===== config.mk =====
export PLATFORM = sky130hd
export DESIGN_NAME = aes_uart_sequencer
export DESIGN_NICKNAME = d
export VERILOG_FILES = /design/src/rtl/aes_uart_sequencer.sv
export SDC_FILE = /design/constraint.sdc
export NUM_CORES = 1
export LEC_CHECK = 0
export ABC_CLOCK_PERIOD_IN_PS = 3100
export CORE_MARGIN = 4
export CORE_UTILIZATION = 54
export CTS_BUF_LIST = sky130_fd_sc_hd__clkbuf_16
export DETAILED_ROUTE_END_ITERATION = 10
export PLACE_DENSITY = 0.86
export REMOVE_ABC_BUFFERS = 1
export SLEW_MARGIN = 20
export SYNTH_ARGS = -nofsm -noshare
export SYNTH_HDL_FRONTEND = slang
export SYNTH_SLANG_ARGS = --single-unit

===== constraint.sdc =====
create_clock -name CLK -period 3.1 [get_ports CLK]
set_input_delay 0.93 -clock CLK [delete_from_list [all_inputs] [get_ports CLK]]
set_output_delay 0.93 -clock CLK [all_outputs]
set_load 0.005 [all_outputs]

===== src/rtl/aes_uart_sequencer.sv =====
// aes_uart_sequencer: frames 16 received UART bytes into one AES block, starts
// the core, waits (with timeout) for its result and streams the 16 result bytes
// to the transmit buffer over a valid/ready handshake.
// Optional build macro LF_APPEND_EN: append 0x0D 0x0A after every result block.
module aes_uart_sequencer #(
    parameter int unsigned BLOCK_BYTES    = 16,
    parameter int unsigned TIMEOUT_CYCLES = 4096,
    parameter int unsigned TIMEOUT_W      = 13,
    localparam int unsigned BYTE_W        = 8,
    localparam int unsigned BLK_W         = 128,
    localparam int unsigned CNT_W         = 4
) (
    input  logic              CLK,
    input  logic              RESET_N,
    input  logic [BYTE_W-1:0] RX_DATA,
    input  logic              RX_VALID,
    output logic [BYTE_W-1:0] TX_DATA,
    output logic              TX_VALID,
    input  logic              TX_READY,
    output logic              AES_START,
    output logic [BLK_W-1:0]  AES_STATE_IN,
    input  logic [BLK_W-1:0]  AES_STATE_OUT,
    input  logic              AES_DONE,
    output logic              BUSY,
    output logic              RX_OVERRUN,
    output logic              TIMEOUT_ERR
);

    localparam int unsigned REM_W = BLK_W - BYTE_W;
    localparam logic [CNT_W-1:0]     LAST_IDX     = CNT_W'(BLOCK_BYTES - 1);
    localparam logic [TIMEOUT_W-1:0] TIMEOUT_LAST = TIMEOUT_W'(TIMEOUT_CYCLES - 1);

    typedef enum logic [2:0] {
        ST_COLLECT = 3'd0,
        ST_START   = 3'd1,
        ST_WAIT    = 3'd2,
`ifdef LF_APPEND_EN
        ST_SEND    = 3'd3,
        ST_CRLF    = 3'd4
`else
        ST_SEND    = 3'd3
`endif
    } state_t;

    state_t              r_state;
    state_t              w_state_nxt;

    logic [CNT_W-1:0]     r_count,      w_count_nxt;
    logic [TIMEOUT_W-1:0] r_timer,      w_timer_nxt;
    logic [BLK_W-1:0]     r_state_in,   w_state_in_nxt;
    logic [REM_W-1:0]     r_outreg,     w_outreg_nxt;
    logic [BYTE_W-1:0]    r_tx_data,    w_tx_data_nxt;
    logic                 r_tx_valid,   w_tx_valid_nxt;
    logic                 r_aes_start,  w_aes_start_nxt;
    logic                 r_busy,       w_busy_nxt;
    logic                 r_rx_overrun, w_rx_overrun_nxt;
    logic                 r_timeout,    w_timeout_nxt;

    logic                 w_hs;

    assign w_hs = r_tx_valid & TX_READY;

    // State register
    always_ff @(posedge CLK or negedge RESET_N) begin
        if (!RESET_N) begin
            r_state <= ST_COLLECT;
        end else begin
            r_state <= w_state_nxt;
        end
    end

    // Next-state logic: framing, core handshake, timeout and transmit sequencing
    always_comb begin
        w_state_nxt = r_state;
        case (r_state)
            ST_COLLECT: begin
                if (RX_VALID && (r_count == LAST_IDX)) w_state_nxt = ST_START;
            end
            ST_START: begin
                w_state_nxt = ST_WAIT;
            end
            ST_WAIT: begin
                // a result arriving on the timeout cycle still wins
                if (AES_DONE)                      w_state_nxt = ST_SEND;
                else if (r_timer == TIMEOUT_LAST)  w_state_nxt = ST_COLLECT;
            end
            ST_SEND: begin
`ifdef LF_APPEND_EN
                if (w_hs && (r_count == LAST_IDX)) w_state_nxt = ST_CRLF;
`else
                if (w_hs && (r_count == LAST_IDX)) w_state_nxt = ST_COLLECT;
`endif
            end
`ifdef LF_APPEND_EN
            ST_CRLF: begin
                if (w_hs && (r_count == CNT_W'(1))) w_state_nxt = ST_COLLECT;
            end
`endif
            default: begin
                w_state_nxt = ST_COLLECT;
            end
        endcase
    end

    // Output/datapath logic: next values for every registered output and data register
    always_comb begin
        w_count_nxt      = r_count;
        w_timer_nxt      = r_timer;
        w_state_in_nxt   = r_state_in;
        w_outreg_nxt     = r_outreg;
        w_tx_data_nxt    = r_tx_data;
        w_timeout_nxt    = 1'b0;
        w_rx_overrun_nxt = RX_VALID && (r_state != ST_COLLECT);
        w_tx_valid_nxt   = (w_state_nxt == ST_SEND);
`ifdef LF_APPEND_EN
        w_tx_valid_nxt   = (w_state_nxt == ST_SEND) || (w_state_nxt == ST_CRLF);
`endif
        w_aes_start_nxt  = (w_state_nxt == ST_START);
        w_busy_nxt       = (w_state_nxt != ST_COLLECT);

        case (r_state)
            ST_COLLECT: begin
                if (RX_VALID) begin
                    w_state_in_nxt = {r_state_in[REM_W-1:0], RX_DATA};
                    w_count_nxt    = r_count + CNT_W'(1);
                end
            end
            ST_START: begin
                w_timer_nxt = '0;
            end
            ST_WAIT: begin
                w_timer_nxt = r_timer + TIMEOUT_W'(1);
                if (AES_DONE) begin
                    w_tx_data_nxt = AES_STATE_OUT[BLK_W-1 -: BYTE_W];
                    w_outreg_nxt  = AES_STATE_OUT[REM_W-1:0];
                end else if (r_timer == TIMEOUT_LAST) begin
                    w_timeout_nxt = 1'b1;
                    w_count_nxt   = '0;
                end
            end
            ST_SEND: begin
                if (w_hs) begin
                    w_count_nxt   = r_count + CNT_W'(1);
                    w_tx_data_nxt = r_outreg[REM_W-1 -: BYTE_W];
                    w_outreg_nxt  = {r_outreg[REM_W-BYTE_W-1:0], BYTE_W'(0)};
                    if (r_count == LAST_IDX) begin
`ifdef LF_APPEND_EN
                        w_tx_data_nxt = 8'h0D;
`else
                        w_tx_data_nxt = '0;
`endif
                    end
                end
            end
`ifdef LF_APPEND_EN
            ST_CRLF: begin
                if (w_hs) begin
                    if (r_count == '0) begin
                        w_tx_data_nxt = 8'h0A;
                        w_count_nxt   = CNT_W'(1);
                    end else begin
                        w_tx_data_nxt = '0;
                        w_count_nxt   = '0;
                    end
                end
            end
`endif
            default: begin
                w_count_nxt = '0;
            end
        endcase
    end

    // Datapath and output registers
    always_ff @(posedge CLK or negedge RESET_N) begin
        if (!RESET_N) begin
            r_count      <= '0;
            r_timer      <= '0;
            r_state_in   <= '0;
            r_outreg     <= '0;
            r_tx_data    <= '0;
            r_tx_valid   <= 1'b0;
            r_aes_start  <= 1'b0;
            r_busy       <= 1'b0;
            r_rx_overrun <= 1'b0;
            r_timeout    <= 1'b0;
        end else begin
            r_count      <= w_count_nxt;
            r_timer      <= w_timer_nxt;
            r_state_in   <= w_state_in_nxt;
            r_outreg     <= w_outreg_nxt;
            r_tx_data    <= w_tx_data_nxt;
            r_tx_valid   <= w_tx_valid_nxt;
            r_aes_start  <= w_aes_start_nxt;
            r_busy       <= w_busy_nxt;
            r_rx_overrun <= w_rx_overrun_nxt;
            r_timeout    <= w_timeout_nxt;
        end
    end

    assign TX_DATA      = r_tx_data;
    assign TX_VALID     = r_tx_valid;
    assign AES_START    = r_aes_start;
    assign AES_STATE_IN = r_state_in;
    assign BUSY         = r_busy;
    assign RX_OVERRUN   = r_rx_overrun;
    assign TIMEOUT_ERR  = r_timeout;

endmodule


# [Word level (Yosys, flattened, before mapping)]
# Cells that the tools add are included.
# Widths: inputs -> output; s select.
[totals] inputBits=141 register_bits=281
[op_classes] n_addsub=2 reduce_logical=11 bitwise=2 eq_ne=12 mux=21
[op_table] operator="$mux 120" count=2
[op_table] operator="$pmux 120 s2" count=1
[op_table] operator="$pmux 13 s2" count=1
[op_table] operator="$mux 8" count=3
[op_table] operator="$mux 4" count=4
[op_table] operator="$pmux 4 s4" count=1
[op_table] operator="$pmux 8 s2" count=1
[op_table] operator="$add 13x1->13 const B" count=1
[op_table] operator="$eq 13x12->1 const B" count=1
[op_table] operator="$mux 3" count=4
[op_table] operator="$pmux 3 s4" count=1
[op_table] operator="$ne 2x2->1 const B" count=5
[op_table] operator="$eq 3x2->1 const B" count=3
[op_table] operator="$eq 3x1->1 const B" count=2
[op_table] operator="$reduce_bool 3->1" count=2
[op_table] operator="$reduce_and 5->1" count=1
[op_table] operator="$add 4x1->4 const B" count=1
[op_table] operator="$eq 4x4->1 const B" count=1
[op_table] operator="$reduce_bool 2->1" count=2
[op_table] operator="$logic_and 1x1->1" count=3
[op_table] operator="$logic_not 3->1" count=1
[op_table] operator="$mux 1" count=3
[op_table] operator="$reduce_and 3->1" count=1
[op_table] operator="$reduce_and 2->1" count=1
[op_table] operator="2 further kinds" count=2

# [Depth between registers and ports, before layout]
[depth] word_depth=5 mapped_depth=9 depth_no_buf=5

# [Least setup slack after synthesis]
# Ideal clock, no wire load.
[synth_path] kind="in2reg" from="input port AES_DONE" to="register r_tx_data[0] (netlist: TX_DATA[0])" cell_stages=8 arrival_time_ps=1982 path_buffers=4 setup_slack_ps=992 path_cell_list="and4bb_1 -> buf_4 -> a31o_2 -> buf_6 -> buf_6 -> buf_6 -> nor2_1 -> nor2_1"
[synth_between] elab_chain_len=2
[synth_lines] item="from (decl)" line_no="23" source="input logic AES_DONE,"
[synth_lines] item="$ne 2x2->1 (no line)"
[synth_lines] item="$reduce_and 3->1 (no line)"
[synth_lines] item="to (signal assigned)" line_no="192" source="r_tx_data <= w_tx_data_nxt;"
[synth_lines] item="to (decl)" line_no="52" source="logic [BYTE_W-1:0] r_tx_data, w_tx_data_nxt;"
# No other way between the ends.
# A chain may end at the register's enable or synchronous reset.

# [Worst setup path in the final report]
[layout_path] from="register r_state_in[13] (netlist: AES_STATE_IN[13])" to="output port AES_STATE_IN[13]"
[layout_lines] item="from (decl)" line_no="50" source="logic [BLK_W-1:0] r_state_in, w_state_in_nxt;"
[layout_lines] item="from (signal assigned)" line_no="190" source="r_state_in <= w_state_in_nxt;"
[layout_lines] item="to (decl)" line_no="21" source="output logic [BLK_W-1:0] AES_STATE_IN,"
# No word-level cell between the ends.

==> results.py <==
metrics = {
    "critical_path": {
        "start_kind": "flop",
        "cp.buffers_inverters": 1,
        "cp_top_family": "buffers and inverters",
        "cp_slowest_cell": "clkdlybuf4s50_1",
        "endpoint_kind": "output port",
        "cp_cell_sequence": "clkdlybuf4s50_1",
        "cp_data_required_time_ns": 2.17,
        "critical_path_arrival_ns": 1.53,
        "setup.worst_path.class": "reg -> out",
        "cp_slowest_stage_delay_ns": 0.57,
        "critPathMaxFanout": 3,
    },
    "finish": {
        "seq_area_um2": 7030,
        "multi_input_area_um2": 4460,
        "final_cells": 1623,
        "drive_gt1_share_pct": 17.3,
        "finalNetCount": 1465,
        "fill_cells": 1505,
        "n_antenna_cell": 0,
        "final_cell_mix": "dfrtp_1 (281), clkdlybuf4s50_1 (280), nand2_1 (240)",
        "final_common_cell": "dfrtp_1",
        "area_delta_synth_final_pct": 32.7,
    },
    "global_route": {
        "grt_pass1_wl_um": 45700,
        "grt_pass1_vias": 8719,
        "grt_antenna_before_repair": 0,
        "grt_max_degree": 121,
        "grt_overflow": 0,
        "grt_usage_pct": 22.6,
    },
    "power_and_ir_drop": {
        "peakVddDrop_uv": 488,
        "switchingPower_mw": 3.72,
        "p_seq_share_pct": 45.8,
        "total_power_mw": 13.6,
        "power_leakage_nw": 6.97,
        "p_int_mw": 9.87,
        "combinationalPowerShare_pct": 28.3,
        "p_per_area_nw_per_um2": 853,
        "switching_share_pct": 27.4,
        "p_clk_share_pct": 25.9,
    },
    "sta": {
        "hold_violations": 0,
        "rsz0062_at_grt": "no",
        "max_slew_margin_pct": 63.5,
        "clock.fmax_ghz": 0.407,
        "clock_skew_ns": 0.00957,
        "fin_crit_sh_pct": 79.3,
        "drv_slew": 0,
        "setup_viol": 0,
        "post-route-min-period_ns": 2.46,
        "tightest_slew_ns": 0.548,
    },
    "logic_synthesis": {
        "synth_cell_type_count": 45,
        "synth.top_cell.area_share_pct": 58.6,
        "synth_edf_count": 0,
        "yosys-top-cells-area": "dfrtp_1 (59%), mux2_2 (12%), nand2_1 (7.5%), a31oi_1 (4.4%), nor2_1 (4.4%)",
        "yosys_register_bits": 281,
        "synth_warnings": 0,
        "synth_largest_area_cell": "dfrtp_1",
        "synthFlopType": "dfrtp_1",
        "synthesis.instances": 1061,
        "syn_area_per_cell_um2": 11.3,
        "synthArstFlopShare_pct": 100,
        "synth.cell_area_um2": 12000,
        "synth_seq_area_share_pct": 58.6,
    },
    "clocking": {
        "path_clk_slew_ns": 0.06,
        "cts.sinks": 281,
        "clockBufferDepth": 3,
        "cts_tree": "yes",
        "cts_resized": 0,
        "holdBufCountCts": 0,
        "clk_latency_ns": 0.53,
        "clock-root-buffer": "clkbuf_16",
        "cts-buffers-inserted": 30,
        "cts_max_level": 1,
        "postCtsSetupBuffers": 0,
    },
    "placement": {
        "detailed_place_hpwl_um": 19500,
        "io_buffer_count": 281,
        "dp_cells": 1570,
        "place.gp.congestion": 0.800,
    },
    "floorplanning": {
        "ios": 282,
        "fp.dieW_um": 157,
        "row_count": 54,
        "fp.dieArea_um2": 24700,
        "core_area_um2": 21800,
        "die_y_um": 157,
        "start_util_pct": 55.0,
    },
    "job": {
        "max-cap-violations": 0,
    },
    "route": {
        "firstDrtPassIters": 5,
        "wire_per_inst_um": 17.6,
        "via_count": 8796,
        "drc": 0,
        "vias_per_cell": 5.42,
        "drt_wl_total_um": 28500,
        "ant_nets": 0,
        "drt-initial-drc-count": 597,
    },
    "min_path": {
        "hp-class": "in -> async",
    },
    "outcome": {
        "status": "complete, no violations",
    },
}
## power by group through the flow
stage                     sequential [mW]  clock [mW]  combinational (mW)
after global placement               6.17           0                3.73
after detailed placement             6.27           0                3.90
after CTS                            6.23        3.58                3.93
after global routing                 6.43        3.77                4.17
final                                6.23        3.51                3.85
after floorplan                      6.12           0                1.65
## state kept, by name, summed over array words and instances (netlist names)
name,cells
AES_START,1
AES_STATE_IN,128
BUSY,1
RX_OVERRUN,1
TIMEOUT_ERR,1
TX_DATA,8
TX_VALID,1
r_count,4
r_outreg,120
r_state,3
r_timer,13
## worst paths after layout
check                            startpoint               end  slack, ns  depth (start not counted)
min in group CLK                r_timer[11]       r_timer[11]       0.50                          1
max in group asynchronous           RESET_N  AES_STATE_IN[96]       1.93                          2
hold / removal                      RESET_N      r_outreg[81]       0.36                          1
setup reg to reg                 r_state[2]        TX_DATA[3]       0.96                          6
hold reg to reg                 r_timer[11]       r_timer[11]       0.50                          1
setup / recovery           AES_STATE_IN[13]  AES_STATE_IN[13]       0.64                          1
## synth_stat cells, types with 2 or more instances
cell type	count
buf_2	14
dfrtp_1	281
and3_1	4
ha_1	2
a21oi_1	2
clkbuf_1	23
a31oi_2	31
o21ai_0	5
nand2_1	240
a31oi_1	84
nor3b_2	2
mux2_2	128
nor3_4	2
o21ai_1	2
nand3b_1	2
buf_6	23
mux2i_1	7
inv_1	3
nor2_1	140
nand3_1	7
o41ai_1	3
a22o_1	9
nand4_1	3
buf_4	12
nor3_1	5
a221oi_1	8
## cells by family after synthesis
| group | share of synthesized area, % |
|---|---|
| and+or+nand+nor | 14.2 |
| DFF | 58.6 |
| AOI/OAI and AO/OA | 9.79 |
| muxes | 12.7 |
| buffers and inverters | 4.31 |
| adders and majority gates | 0.209 |
| xor gates and xnor gates | 0.146 |
| other | 0.0313 |
## metrics by stage
| stage | cell area (µm²) | TNS, ns | utilization (%) | hold slack (ns) | setup slack, ns |
|---|---|---|---|---|---|
| final | 15900 | 0 | 73.0 | 0.359 | 0.643 |
| after global routing | 15900 | 0 | 73.0 | 0.382 | 0.577 |
| after CTS | 15900 | 0 | 73.0 | 0.362 | 0.623 |
| after detailed placement | 15000 | 0 | 68.5 | 0.478 | 0.404 |
| after global placement | 15000 | 0 | 68.5 | 0.465 | 0.459 |
| after floorplan | 11500 | -494.59 | - | 0.445 | -2.60 |
## layer usage
layer	share of wire, %	GRT usage [%]	vias up
li1	-	-	4178
met1	40	29.4	4325
met2	52	39.3	229
met5	0	0	-
met3	4.9	3.33	64
met4	3.4	7.74	0
## cell type report
| type | instances | area share (%) |
|---|---|---|
| multi-input combinational | 705 | 28.0 |
| inverter | 3 | 0.0707 |
| sequential | 281 | 44.2 |
| tap | 280 | 2.20 |
| timing repair buffer | 301 | 19.4 |
| clock inverter | 22 | 1.25 |
| clock buffer | 31 | 4.87 |
Power figures use the tool's default switching activity.
